File: src/rtl/conv_dot_product_if.sv
// Stream bundle between the window buffer, the dot-product engine and its consumer:
// serial weight load, window input and result output.
interface conv_dot_product_if #(
    parameter int N          = 3,
    parameter int BitSize    = 8,
    parameter int WeightSize = 8,
    parameter int AccSize    = BitSize + WeightSize + $clog2(N * N)
);
    logic                      w_valid;
    logic [WeightSize-1:0]     w_data;
    logic                      w_loaded;
    logic                      in_valid;
    logic [N*N*BitSize-1:0]    in_data;
    logic                      in_done;
    logic                      out_valid;
    logic [AccSize-1:0]        out_data;
    logic                      out_done;
    logic                      drop_err;

    modport master (
        output w_valid, w_data, in_valid, in_data, in_done,
        input  w_loaded, out_valid, out_data, out_done, drop_err
    );

    modport slave (
        input  w_valid, w_data, in_valid, in_data, in_done,
        output w_loaded, out_valid, out_data, out_done, drop_err
    );
endinterface

File: src/rtl/conv_dot_product.sv
// Pipelined signed dot product of an N x N window with a serially loaded kernel:
// one product stage, a registered pairwise adder tree, optional ReLU, output register.
module conv_dot_product #(
    parameter int N          = 3,
    parameter int BitSize    = 8,
    parameter int WeightSize = 8,
    parameter int AccSize    = BitSize + WeightSize + $clog2(N * N),
    parameter int Relu       = 0
) (
    input  logic               clk,
    input  logic               res,
    conv_dot_product_if.slave  bus
);

    localparam int NN = N * N;
    localparam int PW = BitSize + WeightSize;
    localparam int L  = $clog2(NN);
    localparam int CW = (NN > 1) ? $clog2(NN) : 1;
    localparam logic [CW-1:0] LAST_IDX = CW'(NN - 1);

    typedef enum logic [1:0] {
        EMPTY,
        LOADING,
        READY
    } state_t;

    state_t                     state_reg, state_next;
    logic [CW-1:0]              cnt_reg, cnt_next;
    logic                       w_we;
    logic [CW-1:0]              w_idx;
    logic signed [WeightSize-1:0] weight_reg [NN];
    logic                       drop_err_reg;
    logic                       accept;

    logic signed [PW-1:0]       prod_next [NN];
    logic signed [PW-1:0]       prod_reg  [NN];
    logic signed [AccSize-1:0]  tree_reg  [1:L][NN];
    logic signed [AccSize-1:0]  lvl_d     [0:L][NN];
    logic [L:0]                 vld_pipe_reg;
    logic [L:0]                 done_pipe_reg;

    logic signed [AccSize-1:0]  sum_final;
    logic signed [AccSize-1:0]  relu_next;
    logic signed [AccSize-1:0]  out_data_reg;
    logic                       out_valid_reg;
    logic                       out_done_reg;

    // Number of live operands at tree level l (ceil of NN / 2^l).
    function automatic int lvl_cnt(input int l);
        return (NN + (1 << l) - 1) >> l;
    endfunction

    function automatic int clip(input int i);
        return (i < NN) ? i : NN - 1;
    endfunction

    // ---------------- weight load FSM ----------------
    always_comb begin
        state_next = state_reg;
        cnt_next   = cnt_reg;
        w_we       = 1'b0;
        w_idx      = cnt_reg;
        if (bus.w_valid) begin
            w_we  = 1'b1;
            // A write while READY restarts the load from tap 0.
            w_idx = (state_reg == READY) ? '0 : cnt_reg;
            if (w_idx == LAST_IDX) begin
                state_next = READY;
                cnt_next   = '0;
            end else begin
                state_next = LOADING;
                cnt_next   = w_idx + 1'b1;
            end
        end
    end

    assign accept = bus.in_valid && (state_reg == READY);

    always_ff @(posedge clk or posedge res) begin
        if (res) begin
            state_reg    <= EMPTY;
            cnt_reg      <= '0;
            drop_err_reg <= 1'b0;
            for (int k = 0; k < NN; k++) begin
                weight_reg[k] <= '0;
            end
        end else begin
            state_reg <= state_next;
            cnt_reg   <= cnt_next;
            if (bus.in_valid && (state_reg != READY)) begin
                drop_err_reg <= 1'b1;
            end
            for (int k = 0; k < NN; k++) begin
                if (w_we && (w_idx == CW'(k))) begin
                    weight_reg[k] <= bus.w_data;
                end
            end
        end
    end

    // ---------------- product stage ----------------
    genvar gi;
    generate
        for (gi = 0; gi < NN; gi++) begin : g_mul
            assign prod_next[gi] = PW'($signed(bus.in_data[gi*BitSize +: BitSize]))
                                 * PW'(weight_reg[gi]);
        end
    endgenerate

    always_ff @(posedge clk or posedge res) begin
        if (res) begin
            for (int k = 0; k < NN; k++) begin
                prod_reg[k] <= '0;
            end
        end else if (accept) begin
            for (int k = 0; k < NN; k++) begin
                prod_reg[k] <= prod_next[k];
            end
        end
    end

    // ---------------- adder tree ----------------
    always_comb begin
        for (int j = 0; j < NN; j++) begin
            lvl_d[0][j] = AccSize'(prod_reg[j]);
        end
        for (int l = 1; l <= L; l++) begin
            for (int j = 0; j < NN; j++) begin
                lvl_d[l][j] = tree_reg[l][j];
            end
        end
    end

    // Slots beyond a level's live count stay zero so they are trimmed away.
    always_ff @(posedge clk or posedge res) begin
        if (res) begin
            for (int l = 1; l <= L; l++) begin
                for (int j = 0; j < NN; j++) begin
                    tree_reg[l][j] <= '0;
                end
            end
        end else begin
            for (int l = 1; l <= L; l++) begin
                for (int j = 0; j < NN; j++) begin
                    if (j < lvl_cnt(l)) begin
                        if (2 * j + 1 < lvl_cnt(l - 1)) begin
                            tree_reg[l][j] <= lvl_d[l-1][clip(2 * j)]
                                            + lvl_d[l-1][clip(2 * j + 1)];
                        end else begin
                            tree_reg[l][j] <= lvl_d[l-1][clip(2 * j)];
                        end
                    end else begin
                        tree_reg[l][j] <= '0;
                    end
                end
            end
        end
    end

    // ---------------- valid/done shadow pipeline ----------------
    always_ff @(posedge clk or posedge res) begin
        if (res) begin
            vld_pipe_reg  <= '0;
            done_pipe_reg <= '0;
        end else begin
            vld_pipe_reg  <= {vld_pipe_reg[L-1:0], accept};
            done_pipe_reg <= {done_pipe_reg[L-1:0], accept && bus.in_done};
        end
    end

    // ---------------- ReLU and output register ----------------
    assign sum_final = lvl_d[L][0];

    always_comb begin
        relu_next = sum_final;
        if ((Relu != 0) && sum_final[AccSize-1]) begin
            relu_next = '0;
        end
    end

    always_ff @(posedge clk or posedge res) begin
        if (res) begin
            out_valid_reg <= 1'b0;
            out_done_reg  <= 1'b0;
            out_data_reg  <= '0;
        end else begin
            out_valid_reg <= vld_pipe_reg[L];
            out_done_reg  <= vld_pipe_reg[L] && done_pipe_reg[L];
            if (vld_pipe_reg[L]) begin
                out_data_reg <= relu_next;
            end
        end
    end

    assign bus.w_loaded  = (state_reg == READY);
    assign bus.out_valid = out_valid_reg;
    assign bus.out_done  = out_done_reg;
    assign bus.out_data  = out_data_reg;
    assign bus.drop_err  = drop_err_reg;

endmodule

File: src/flat_wrapper.sv
// flat-port wrapper written by rule: the top's interface ports become plain ports
module conv_dot_product_flat 
#(
    parameter int N          = 3,
    parameter int BitSize    = 8,
    parameter int WeightSize = 8,
    parameter int AccSize    = BitSize + WeightSize + $clog2(N * N),
    parameter int Relu       = 0
)
  (clk, res, bus_w_valid, bus_w_data, bus_in_valid, bus_in_data, bus_in_done, bus_w_loaded, bus_out_valid, bus_out_data, bus_out_done, bus_drop_err);
  conv_dot_product_if #(.N(N), .BitSize(BitSize), .WeightSize(WeightSize), .AccSize(AccSize)) bus_i ();
  input  logic clk;
  input  logic res;
  input wire logic [$bits(bus_i.w_valid)-1:0] bus_w_valid;
  input wire logic [$bits(bus_i.w_data)-1:0] bus_w_data;
  input wire logic [$bits(bus_i.in_valid)-1:0] bus_in_valid;
  input wire logic [$bits(bus_i.in_data)-1:0] bus_in_data;
  input wire logic [$bits(bus_i.in_done)-1:0] bus_in_done;
  output wire logic [$bits(bus_i.w_loaded)-1:0] bus_w_loaded;
  output wire logic [$bits(bus_i.out_valid)-1:0] bus_out_valid;
  output wire logic [$bits(bus_i.out_data)-1:0] bus_out_data;
  output wire logic [$bits(bus_i.out_done)-1:0] bus_out_done;
  output wire logic [$bits(bus_i.drop_err)-1:0] bus_drop_err;
  assign bus_i.w_valid = bus_w_valid;
  assign bus_i.w_data = bus_w_data;
  assign bus_i.in_valid = bus_in_valid;
  assign bus_i.in_data = bus_in_data;
  assign bus_i.in_done = bus_in_done;
  assign bus_w_loaded = bus_i.w_loaded;
  assign bus_out_valid = bus_i.out_valid;
  assign bus_out_data = bus_i.out_data;
  assign bus_out_done = bus_i.out_done;
  assign bus_drop_err = bus_i.drop_err;
  conv_dot_product #(.N(N), .BitSize(BitSize), .WeightSize(WeightSize), .AccSize(AccSize), .Relu(Relu)) u_core (.clk(clk), .res(res), .bus(bus_i));
endmodule
File: config.mk
export PLATFORM = sky130hd
export DESIGN_NAME = conv_dot_product_flat
export DESIGN_NICKNAME = d
export VERILOG_FILES = /design/src/rtl/conv_dot_product_if.sv /design/src/rtl/conv_dot_product.sv /design/src/flat_wrapper.sv
export SDC_FILE = /design/constraint.sdc
export NUM_CORES = 2
export LEC_CHECK = 0
export BUFFER_PORTS_ARGS = -buffer_cell sky130_fd_sc_hd__buf_4
export CORE_ASPECT_RATIO = 0.6
export CORE_MARGIN = 2
export CORE_UTILIZATION = 65
export DETAILED_ROUTE_END_ITERATION = 7
export MAX_ROUTING_LAYER = met4
export PLACE_DENSITY_LB_ADDON = 0.3
export SYNTH_ARGS = -nofsm -noshare
export SYNTH_HDL_FRONTEND = slang
export SYNTH_SLANG_ARGS = --single-unit
File: constraint.sdc
create_clock -name clk -period 14.85 [get_ports clk]
set_clock_uncertainty 0.15 [all_clocks]
set_input_delay 0.7425 -clock clk [delete_from_list [all_inputs] [get_ports clk]]
set_output_delay 0.7425 -clock clk [all_outputs]
set_load 0.02 [all_outputs]
**Word-level counts from Yosys, hierarchy flattened**

Cells that the tools add are included.

- Reductions and logical operators: 14
- $mul: 9
- Multiplexer cells: 5
- Add/sub/neg operators: 9
- $lt $le $gt $ge: 0
- Bitwise operators: 0
- Shift-type cells: 0
- Div/mod/pow operators: 0
- Eq/ne operators: 11

Operator list:

| operator | count |
|---|---|
| $mul A8 B8 Y16 | 9 |
| $add A16 B16 Y17 | 4 |
| $add A20 B20 Y20 | 3 |
| $add A20 B16 Y20 | 1 |
| $eq A4 B3 Y1 const B | 4 |
| $logic_and A1 B1 Y1 | 13 |
| $mux W4 | 3 |
| $eq A4 B2 Y1 const B | 2 |
| $eq A4 B4 Y1 const B | 2 |
| $add A4 B1 Y4 const B | 1 |
| $eq A4 B1 Y1 const B | 1 |
| $logic_not A4 Y1 | 1 |
| $eq A2 B2 Y1 const B | 1 |
| $mux W2 | 1 |
| $ne A2 B2 Y1 const B | 1 |
| $mux W1 | 1 |

- Output and inout bits: 24
- Latch bits: 0
- Register bits: 463
- RAM bits: 0
- Input bits: 85
- Logic and storage cells: 85
- Memory bits (read-only): 0
- Memories kept: 0

**Longest topological paths before layout**

- Word-level depth: 5
- Depth in mapped cells: 18
- Gate-level depth less buffers: 18

**Worst setup path after synthesis**

Ideal clock, no wire load.

- Kind: input port to flip-flop
- Start: input port bus_in_data[13]
- End: register u_core.prod_reg, in the netlist u_core.lvl_d[874]
- Arrival: 4489 ps
- Stages: 16
- Path slack: 10116 ps
- Setup time: 95 ps
- Data required time: 14605 ps
- Path buffers: 0
- Cells stage by stage: and2_1 > fa_1 > inv_1 > fa_1 > inv_1 > fa_1 > inv_1 > fa_1 > inv_1 > ha_1 > a21oi_2 > nor2_1 > o311a_1 > o211a_1 > o21a_1 > o31ai_1

- Longest elaborated chain between the ends: 1

RTL lines:

| what | RTL line | source |
|---|---|---|
| from (decl) | flat_wrapper.sv:17 | `input wire logic [$bits(bus_i.in_data)-1:0] bus_in_data;` |
| $mul A8 B8 Y16 | conv_dot_product.sv:106 | `* PW'(weight_reg[gi]);` |
| to (signal, indexed assignment) | conv_dot_product.sv:117 | `prod_reg[k] <= prod_next[k];` |
| to (decl) | conv_dot_product.sv:36 | `logic signed [PW-1:0] prod_reg [NN];` |

Every way passes these cells.
A chain may end at the register's enable or synchronous reset.

**Worst setup path after layout**

- Start: register u_core.weight_reg[50] (netlist name)
- End: register u_core.prod_reg, in the netlist u_core.lvl_d[855]

- Longest elaborated chain between the ends: 1

RTL lines:

| what | RTL line | source |
|---|---|---|
| from (decl) | conv_dot_product.sv:31 | `logic signed [WeightSize-1:0] weight_reg [NN];` |
| from (signal, indexed assignment) | conv_dot_product.sv:95 | `weight_reg[k] <= bus.w_data;` |
| $mul A8 B8 Y16 | conv_dot_product.sv:106 |  |

Every way passes these cells.

==> reports/summary.txt <==
Filler instances - 4726
Vias per std cell - 5.647
Setup TNS - 0 ns
RSZ-0062 raised after global routing - no
Grt peak-use layer - met1
Final #Nets - 5428
Tot GR Track Use - 0.3039
Post-synth ARST share - 1.000
Clk_lat worst skew - 0.59 ns
Post-synth EDFFs - 0
Arrival time at the worst endpoint - 5.34 ns
Hold-fix buffers, CTS - 0
Grt met3 use - 0.07211
Worst Path Max Fanout - 9
Slew Viols, Final - 0
Synthesized Nets - 5312
Hold Violations, Final - 0
Worst setup SP type - flop
Reg-to-reg slack, setup - 9.78 ns
Share of cells above drive strength 1 - 0.07242
Most common cell after layout, fill and taps aside - inv_1
Final ANT Viol Nets - 0
Yosys reg bits - 451
Most common flop cell mapped by yosys - dfrtp_1
Wire length per cell - 18.01 um
Final period util - 0.3415
Number of H-tree levels - 2
Slew @ Worst Pin - 1.352 ns
Critical Path Start - u_core.weight_reg[50]
First-pass GRT wire length - 159700 um
Crit path capture - u_core.lvl_d[855]
Overflow after GRT - 0
Final setup vio count - 0
HPWL after DPL - 75390 um
Initial antenna violation count - 1
CTS tree - built
Syn. warnings - 0
Pre-antenna DRT Iters - 5
Max_cap viols - 0
Post-CTS setup repair buffer count - 0
Outcome - finished clean
Full die area - 67990 um^2
Chip height - 202.8 um
Via Count - 30080
Chip width - 335.3 um
Buffers on Ports - 108
Relative slew slack - 0.09285
Core region area - 64770 um^2
Hold crit path type - primary input to asynchronous set/reset pin
Number of top-level pins - 109
Clk root buf - clkbuf_16
Min Tclk post-route - 5.071 ns
Netlist cell types - 79
Met2 GRT Util - 0.4133
CTS sink cnt - 451
Peak Freq - 0.1972 GHz
TritonCTS Buffers - 45
Seq/Total Area, Yosys - 0.2637
Cts repair resizes - 0
Worst R2R Path Depth - 16
Worst r2r src - u_core.weight_reg[50]
Cell Area, Synth - 42800 um^2
Num rows - 72
Area delta synth->final - 7.618%
First DRT Iteration DRCs - 2168
Met1 GRT Util - 0.4692
Vias in the first global route - 30600
Routability-driven placement congestion ratio - 0.9186
Starting Density - 0.6608
Reg-to-Reg End - u_core.lvl_d[855]
Commonest cells after routing, fill and taps aside - 792 x inv_1, 503 x fa_1, 451 x dfrtp_1
# DRC - 0
Crit. End Element - flop
WP data required - 15.12 ns
Drt total wl - 95920 um
Syn avg cell area - 9.896 um^2
WS Path Type - flop to flop
Clk slew on worst S/H paths - 0.07 ns
Clock Tree Buf Depth - 3
Max FFs per register - 320
Largest net degree at the start of global routing - 173
Syn Inst Count - 4325
## stage by stage
step | instance area, um^2 | hold slack (ns) | cells | worst slack (ns) | util
final | 46060 | 0.1627 | 5327 | 9.779 | 0.7112
after CTS | 46060 | 0.1943 | 5325 | 9.833 | 0.7111
after detailed placement | 44550 | 0.1847 | 5245 | 9.615 | 0.6878
after global routing | 46060 | 0.2009 | 5325 | 9.503 | 0.7111
after floorplan | 42800 | 0.1812 | 4325 | 1.387 | -
after global placement | 44550 | 0.1824 | 5245 | 9.735 | 0.6878
## cell usage after synthesis, drive strengths merged, types with 35 or more instances
| library cell | n | area share |
|---|---|---|
| mux2 | 101 | 0.027 |
| nand3 | 35 | 0.0041 |
| a21oi | 117 | 0.014 |
| nand2 | 419 | 0.037 |
| a31oi | 35 | 0.0051 |
| xnor2 | 163 | 0.033 |
| nor3 | 62 | 0.0074 |
| and2 | 380 | 0.056 |
| o31ai | 42 | 0.0074 |
| fa | 503 | 0.24 |
| o21a | 61 | 0.011 |
| a21o | 59 | 0.010 |
| xor2 | 52 | 0.011 |
| nor2 | 108 | 0.0095 |
| ha | 399 | 0.12 |
| dfrtp | 451 | 0.26 |
| o21ai | 147 | 0.017 |
| nor2b | 71 | 0.010 |
| inv | 794 | 0.070 |
## area by class of cell
| class | instances | area [um^2] | area share |
|---|---|---|---|
| Inverter | 796 | 2995 | 0.06503 |
| Clock buffer | 60 | 1252 | 0.02719 |
| Clock inverter | 20 | 252.7 | 0.005487 |
| Tap cell | 851 | 1065 | 0.02312 |
| Antenna cell | 2 | 5.005 | 0.0001087 |
| Timing Repair Buffer | 114 | 868.3 | 0.01885 |
| Sequential cell | 451 | 11290 | 0.2450 |
| Multi-Input combinational cell | 3033 | 28340 | 0.6152 |
## per-layer routing
| layer | wire length [um] | vias to the layer above |
|---|---|---|
| met2 | 39340 | 955 |
| met5 | 0 | - |
| li1 | - | 14130 |
| met1 | 46260 | 14900 |
| met4 | 1402 | 0 |
| met3 | 8910 | 98 |
## cells by family after synthesis
logic type	after synthesis	share of synthesized area
xor+xnor	215	0.04399
simple gates	1214	0.1455
flops	451	0.2637
compound gates	597	0.09302
fa+ha+maj	902	0.3519
buf+inv	841	0.07442
mux	105	0.02751
## worst max-delay path: stages, from the launching register on
cell	delay, ns
dfrtp_1	0.57
nand2_1	0.24
fa_1	0.72
fa_1	0.57
inv_1	0.05
fa_1	0.47
inv_1	0.05
fa_1	0.47
inv_1	0.05
ha_1	0.35
and4_1	0.20
o2bb2ai_1	0.12
a31oi_1	0.22
nand3_1	0.14
a31oi_1	0.28
xnor2_1	0.15
o21ai_0	0.10
## worst min-delay path by stage
stage / startpoint / end / slack (ns)
after CTS: u_core.lvl_d[623] / u_core.lvl_d[483] / 0.19
after floorplan: u_core.done_pipe_reg[0] / u_core.done_pipe_reg[1] / 0.18
after global routing: u_core.lvl_d[485] / u_core.lvl_d[325] / 0.20
after global placement: u_core.vld_pipe_reg[0] / u_core.vld_pipe_reg[1] / 0.18
final: res / u_core.bus.out_data[18] / 0.16
after detailed placement: u_core.vld_pipe_reg[0] / u_core.vld_pipe_reg[1] / 0.18
Power is left out: the tool's default activity adds up to more than one toggle a clock period on the data nets, which glitch-free logic cannot reach.
